File: config.mk
export PLATFORM = sky130hd
export DESIGN_NAME = fifo_uart_tx
export DESIGN_NICKNAME = d
export VERILOG_FILES = /design/src/rtl/fifo_uart_tx.sv
export SDC_FILE = /design/constraint.sdc
export NUM_CORES = 1
export LEC_CHECK = 0
export BUFFER_PORTS_ARGS = -buffer_cell sky130_fd_sc_hd__buf_2
export CAP_MARGIN = 20
export CORE_MARGIN = 2
export CORE_UTILIZATION = 35
export DETAILED_ROUTE_END_ITERATION = 12
export PLACE_DENSITY = 0.62
export SLEW_MARGIN = 10
export SYNTH_ARGS = -nofsm -noshare
export SYNTH_HDL_FRONTEND = slang
export SYNTH_SLANG_ARGS = --single-unit
File: constraint.sdc
create_clock -name clk -period 2.4 [get_ports clk]
set_clock_uncertainty 0.2 [all_clocks]
set_input_delay 0.48 -clock clk [delete_from_list [all_inputs] [get_ports clk]]
set_output_delay 0.48 -clock clk [all_outputs]
set_load 0.05 [all_outputs]
File: src/rtl/fifo_uart_tx.sv
`default_nettype none
// ============================================================================
// fifo_uart_tx : pops bytes from a circular buffer and sends them as UART frames
// Revision     : 1.0
// ============================================================================
module fifo_uart_tx #(
  parameter int CLKS_PER_BIT = 16,
  parameter int PARITY_EN    = 0,
  parameter int STOP_BITS    = 1
) (
  input  logic        clk,
  input  logic        rst,
  input  logic        enable,
  input  logic        fifo_empty,
  input  logic [7:0]  fifo_rd_data,
  output logic        fifo_rd_en,
  output logic        tx,
  output logic        busy,
  output logic [15:0] frames_sent
);

  localparam int BAUD_W = $clog2(CLKS_PER_BIT);

  typedef enum logic [2:0] {
    S_IDLE   = 3'd0,
    S_FETCH  = 3'd1,
    S_LOAD   = 3'd2,
    S_START  = 3'd3,
    S_DATA   = 3'd4,
    S_PARITY = 3'd5,
    S_STOP   = 3'd6
  } state_t;

  state_t              state_q;
  logic [BAUD_W-1:0]   baud_q;
  logic [2:0]          bit_q;
  logic [7:0]          shift_q;
  logic                par_q;
  logic                tx_q;
  logic                rd_en_q;
  logic                busy_q;
  logic [15:0]         frames_q;

  logic                baud_end;
  logic                stop_end;

  assign baud_end = (baud_q == BAUD_W'(CLKS_PER_BIT - 1));
  assign stop_end = baud_end && (bit_q == 3'(STOP_BITS - 1));

  // tx is loaded on the edge that enters each bit period, so it never glitches
  always_ff @(posedge clk or posedge rst) begin
    if (rst) begin
      state_q  <= S_IDLE;
      baud_q   <= '0;
      bit_q    <= '0;
      shift_q  <= '0;
      par_q    <= 1'b0;
      tx_q     <= 1'b1;
      rd_en_q  <= 1'b0;
      busy_q   <= 1'b0;
      frames_q <= '0;
    end else begin
      case (state_q)
        S_IDLE: begin
          if (enable && !fifo_empty) begin
            state_q <= S_FETCH;
            rd_en_q <= 1'b1;
            busy_q  <= 1'b1;
          end
        end
        S_FETCH: begin
          rd_en_q <= 1'b0;
          state_q <= S_LOAD;
        end
        S_LOAD: begin
          shift_q <= fifo_rd_data;
          par_q   <= ^fifo_rd_data;
          tx_q    <= 1'b0;
          baud_q  <= '0;
          state_q <= S_START;
        end
        S_START: begin
          if (baud_end) begin
            baud_q  <= '0;
            bit_q   <= '0;
            tx_q    <= shift_q[0];
            state_q <= S_DATA;
          end else begin
            baud_q <= baud_q + 1'b1;
          end
        end
        S_DATA: begin
          if (baud_end) begin
            baud_q  <= '0;
            shift_q <= shift_q >> 1;
            if (bit_q == 3'd7) begin
              bit_q <= '0;
              if (PARITY_EN != 0) begin
                tx_q    <= par_q;
                state_q <= S_PARITY;
              end else begin
                tx_q    <= 1'b1;
                state_q <= S_STOP;
              end
            end else begin
              bit_q <= bit_q + 3'd1;
              tx_q  <= shift_q[1];
            end
          end else begin
            baud_q <= baud_q + 1'b1;
          end
        end
        S_PARITY: begin
          if (baud_end) begin
            baud_q  <= '0;
            bit_q   <= '0;
            tx_q    <= 1'b1;
            state_q <= S_STOP;
          end else begin
            baud_q <= baud_q + 1'b1;
          end
        end
        S_STOP: begin
          if (stop_end) begin
            baud_q   <= '0;
            bit_q    <= '0;
            busy_q   <= 1'b0;
            frames_q <= frames_q + 16'd1;
            state_q  <= S_IDLE;
          end else if (baud_end) begin
            baud_q <= '0;
            bit_q  <= bit_q + 3'd1;
          end else begin
            baud_q <= baud_q + 1'b1;
          end
        end
        default: begin
          state_q <= S_IDLE;
          tx_q    <= 1'b1;
          rd_en_q <= 1'b0;
          busy_q  <= 1'b0;
        end
      endcase
    end
  end

  assign fifo_rd_en  = rd_en_q;
  assign tx          = tx_q;
  assign busy        = busy_q;
  assign frames_sent = frames_q;

endmodule
`default_nettype wire

==> out/qor.yml <==
setup_path:
  regToRegEndpoint: "frames_sent[1]$_DFFE_PP0P_"
  crit_fanout: 9
  crit_type: "flop to flop"
  startpoint_type: "flop"
  r2r_setup_slack_ns: 0.21
  worstPathRequired_ns: 2.39
  cp-end-kind: "flop"
  rr_worst_depth: 4
  worst_r2r_startpoint: "baud_q[0]$_DFFE_PP0P_"
  cp.arrival_ns: 2.17
clock_network:
  cts_setup_buffers: 0
  clkTransAtPathRegs_ns: 0.08
  clk_path_buf_depth: 2
  cts_tree: "yes"
  cts.sinks: 37
  cts_hold_buf: 0
  clock_latency_ns: 0.29
  cts_resized: 0
  cts_root_buffer: "clkbuf_8"
  htree_levels: 2
  numCtsBuffers: 5
pwr:
  p_per_area_nw_per_um2: 542
  total_power_mw: 1.33
  p_comb_share_pct: 3.6
  ir_worst_vdd_v: 0.000333
  power.switching_fraction_pct: 20.2
  p_int_mw: 1.06
  p_sw_mw: 0.269
  p_leak_nw: 1.21
  pwr-share-clk_pct: 48.7
  p_seq_share_pct: 47.7
drt:
  wl_mm: 4.28
  wl_met2_mm: 1.96
  drc: 0
  met1_length_mm: 2.08
  wl_per_cell_um: 13.8
  wl_met3_um: 143
  num_vias: 1563
  drt_iter0_markers: 71
  via_per_inst: 5.03
  top_layer: "met4"
  drt-pass1-iter-count: 4
  ant_nets: 0
yosys:
  seq_area_frac_synth_pct: 44.3
  synth_nets: 219
  syn_area_um2: 2090
  ys_types: 49
  synth_warnings: 0
  synth-seq-cells: 37
  synth_edf_count: 0
  syn_area_per_cell_um2: 10.4
  synth-async-reset-ratio_pct: 100
  yosys_most_used_dff: "dfrtp_1"
  netlist_instances: 202
place:
  io_buffers: 30
  gp_congestion: 0.777
  hpwl_mm: 2.92
  dp_slack_ns: 0.233
status:
  status: "finished, final reports clean"
final_layout:
  syn2layout_area_growth_pct: 17.4
  antenna_cells: 0
  multiInputGateArea_um2: 1080
  seq_area_um2: 927
  nFillCells: 580
  fin_nets: 252
  drive_above_1_share_pct: 32.2
die:
  rows: 28
  dieWidth_um: 81.4
  die_area_um2: 6620
  core_area_um2: 5850
  start_util_pct: 35.8
  io-pin-count: 31
  die_y_um: 81.4
timing:
  rsz0062_at_grt: "no"
  tightest_slew_ns: 0.481
  fin_crit_sh_pct: 91.1
  setup_ws_ns: 0.214
  slew_headroom_pct: 67.9
  hold_viol_final: 0
  final-setup-viol-count: 0
  period_needed_ns: 2.19
  max_freq_mhz: 458
  fin_worst_hold_slack_ns: 0.0791
  slew_violations: 0
  finalSetupTns_ns: 0
job:
  maxCapViolations: 0
min_path:
  hp-class: "input port to async pin"
global_routing:
  grt_antenna_before_repair: 0
  grt_pass1_wl_mm: 6.96
  grt.total_usage_pct: 13.9
  grt.overflow.total: 0
  grt_start_max_net_pins: 38
  first_global_vias: 1492
[critical path, cell delays in order (launching register included)]
cell and delay [ns]:
dfrtp_1 0.44, ha_1 0.35, and4b_4 0.33, and3_1 0.38, mux2_2 0.38
[cell families after synthesis]
group,share of synthesized area (%)
xor gates and xnor gates,7.11
buffers and inverters,4.24
muxes,8.06
adders and majority gates,2.99
DFF,44.3
and+or+nand+nor,19.4
AOI/OAI and AO/OA,13.9
[cells in the mapped netlist, drive strengths merged, types with 2 or more instances]
| library cell | number | share of area (%) |
|---|---|---|
| o221ai | 2 | 0.84 |
| clkbuf | 3 | 0.54 |
| a21boi | 2 | 0.72 |
| nand3 | 10 | 2.6 |
| mux2 | 15 | 8.1 |
| nand4 | 4 | 2.2 |
| nor2 | 12 | 2.6 |
| buf | 7 | 2.3 |
| inv | 8 | 1.4 |
| a22o | 2 | 0.84 |
| a21oi | 11 | 2.6 |
| o21a | 2 | 0.72 |
| nand2b | 4 | 1.2 |
| ha | 5 | 3.0 |
| dfrtp | 36 | 43 |
| a211oi | 2 | 0.72 |
| nand2 | 14 | 2.5 |
| and3b | 2 | 1.0 |
| o21ai | 13 | 3.1 |
| and4 | 3 | 1.3 |
| nor3 | 8 | 2.9 |
| xnor2 | 9 | 3.8 |
| and3 | 4 | 1.3 |
| xor2 | 8 | 3.3 |
[power by group through the flow]
stage / Sequential (mW) / Clock (mW) / Combinational [mW]
3_5_place_dp: 0.648 / 0 / 0.0495
3_3_place_gp: 0.647 / 0 / 0.0489
2_1_floorplan: 0.655 / 0 / 0.0231
6_report: 0.636 / 0.649 / 0.0479
4_1_cts: 0.636 / 0.662 / 0.0497
5_1_grt: 0.636 / 0.686 / 0.0544
[layer usage]
metal  vias to the layer above  track usage (%)
met5                         -                0
met3                         8             3.33
met2                        22             21.2
met1                       743             18.6
met4                         0             6.10
li1                        790                -
[sequential cells by signal (all words and copies together) (netlist names)]
name and cells:
frames_sent 16, shift_q 8, baud_q 4, bit_q 3
state_q 3, busy 1, fifo_rd_en 1, tx 1
[area by class of cell]
type	count	share of cell area (%)
clock inverters	3	2.65
flip-flops and latches	37	37.7
well taps	75	3.82
repair buffers	36	7.94
clock buffers	5	2.80
inverters	8	1.22
multi-input cells	147	43.9
[how the worst max path moves through the flow]
stage / startpoint / end / cells after the start
finish: baud_q[0]$_DFFE_PP0P_ / frames_sent[1]$_DFFE_PP0P_ / 4
detailed placement: baud_q[0]$_DFFE_PP0P_ / frames_sent[1]$_DFFE_PP0P_ / 4
floorplan: frames_sent[3]$_DFFE_PP0P_ / frames_sent[8]$_DFFE_PP0P_ / 4
global route: baud_q[0]$_DFFE_PP0P_ / frames_sent[1]$_DFFE_PP0P_ / 4
global placement: baud_q[0]$_DFFE_PP0P_ / frames_sent[1]$_DFFE_PP0P_ / 4
CTS: baud_q[0]$_DFFE_PP0P_ / frames_sent[1]$_DFFE_PP0P_ / 4
[cell usage in the layout (no fill, tap or decap), drive strengths merged, types with 2 or more instances in the layout]
master	Yosys	routed
mux2	15	15
nor3	8	8
inv	8	8
nand4	4	4
and4	3	3
o221ai	2	2
and3b	2	2
a21boi	2	2
a22o	2	2
nand2b	4	4
a211oi	2	2
o21a	2	2
ha	5	5
a21oi	11	11
o21ai	13	13
dfrtp	36	36
buf	7	36
xor2	8	8
bufinv	0	2
xnor2	9	9
nand2	14	14
and3	4	4
nor2	12	12
clkbuf	3	5
nand3	10	10
[through the flow]
step | util [%] | cell area (µm²) | instances
2_1_floorplan | - | 2090 | 202
3_3_place_gp | 39.7 | 2320 | 303
3_5_place_dp | 39.7 | 2320 | 303
4_1_cts | 42.0 | 2460 | 311
5_1_grt | 42.0 | 2460 | 311
6_report | 42.0 | 2460 | 311
No activity file was read; power rests on OpenSTA's default activity.
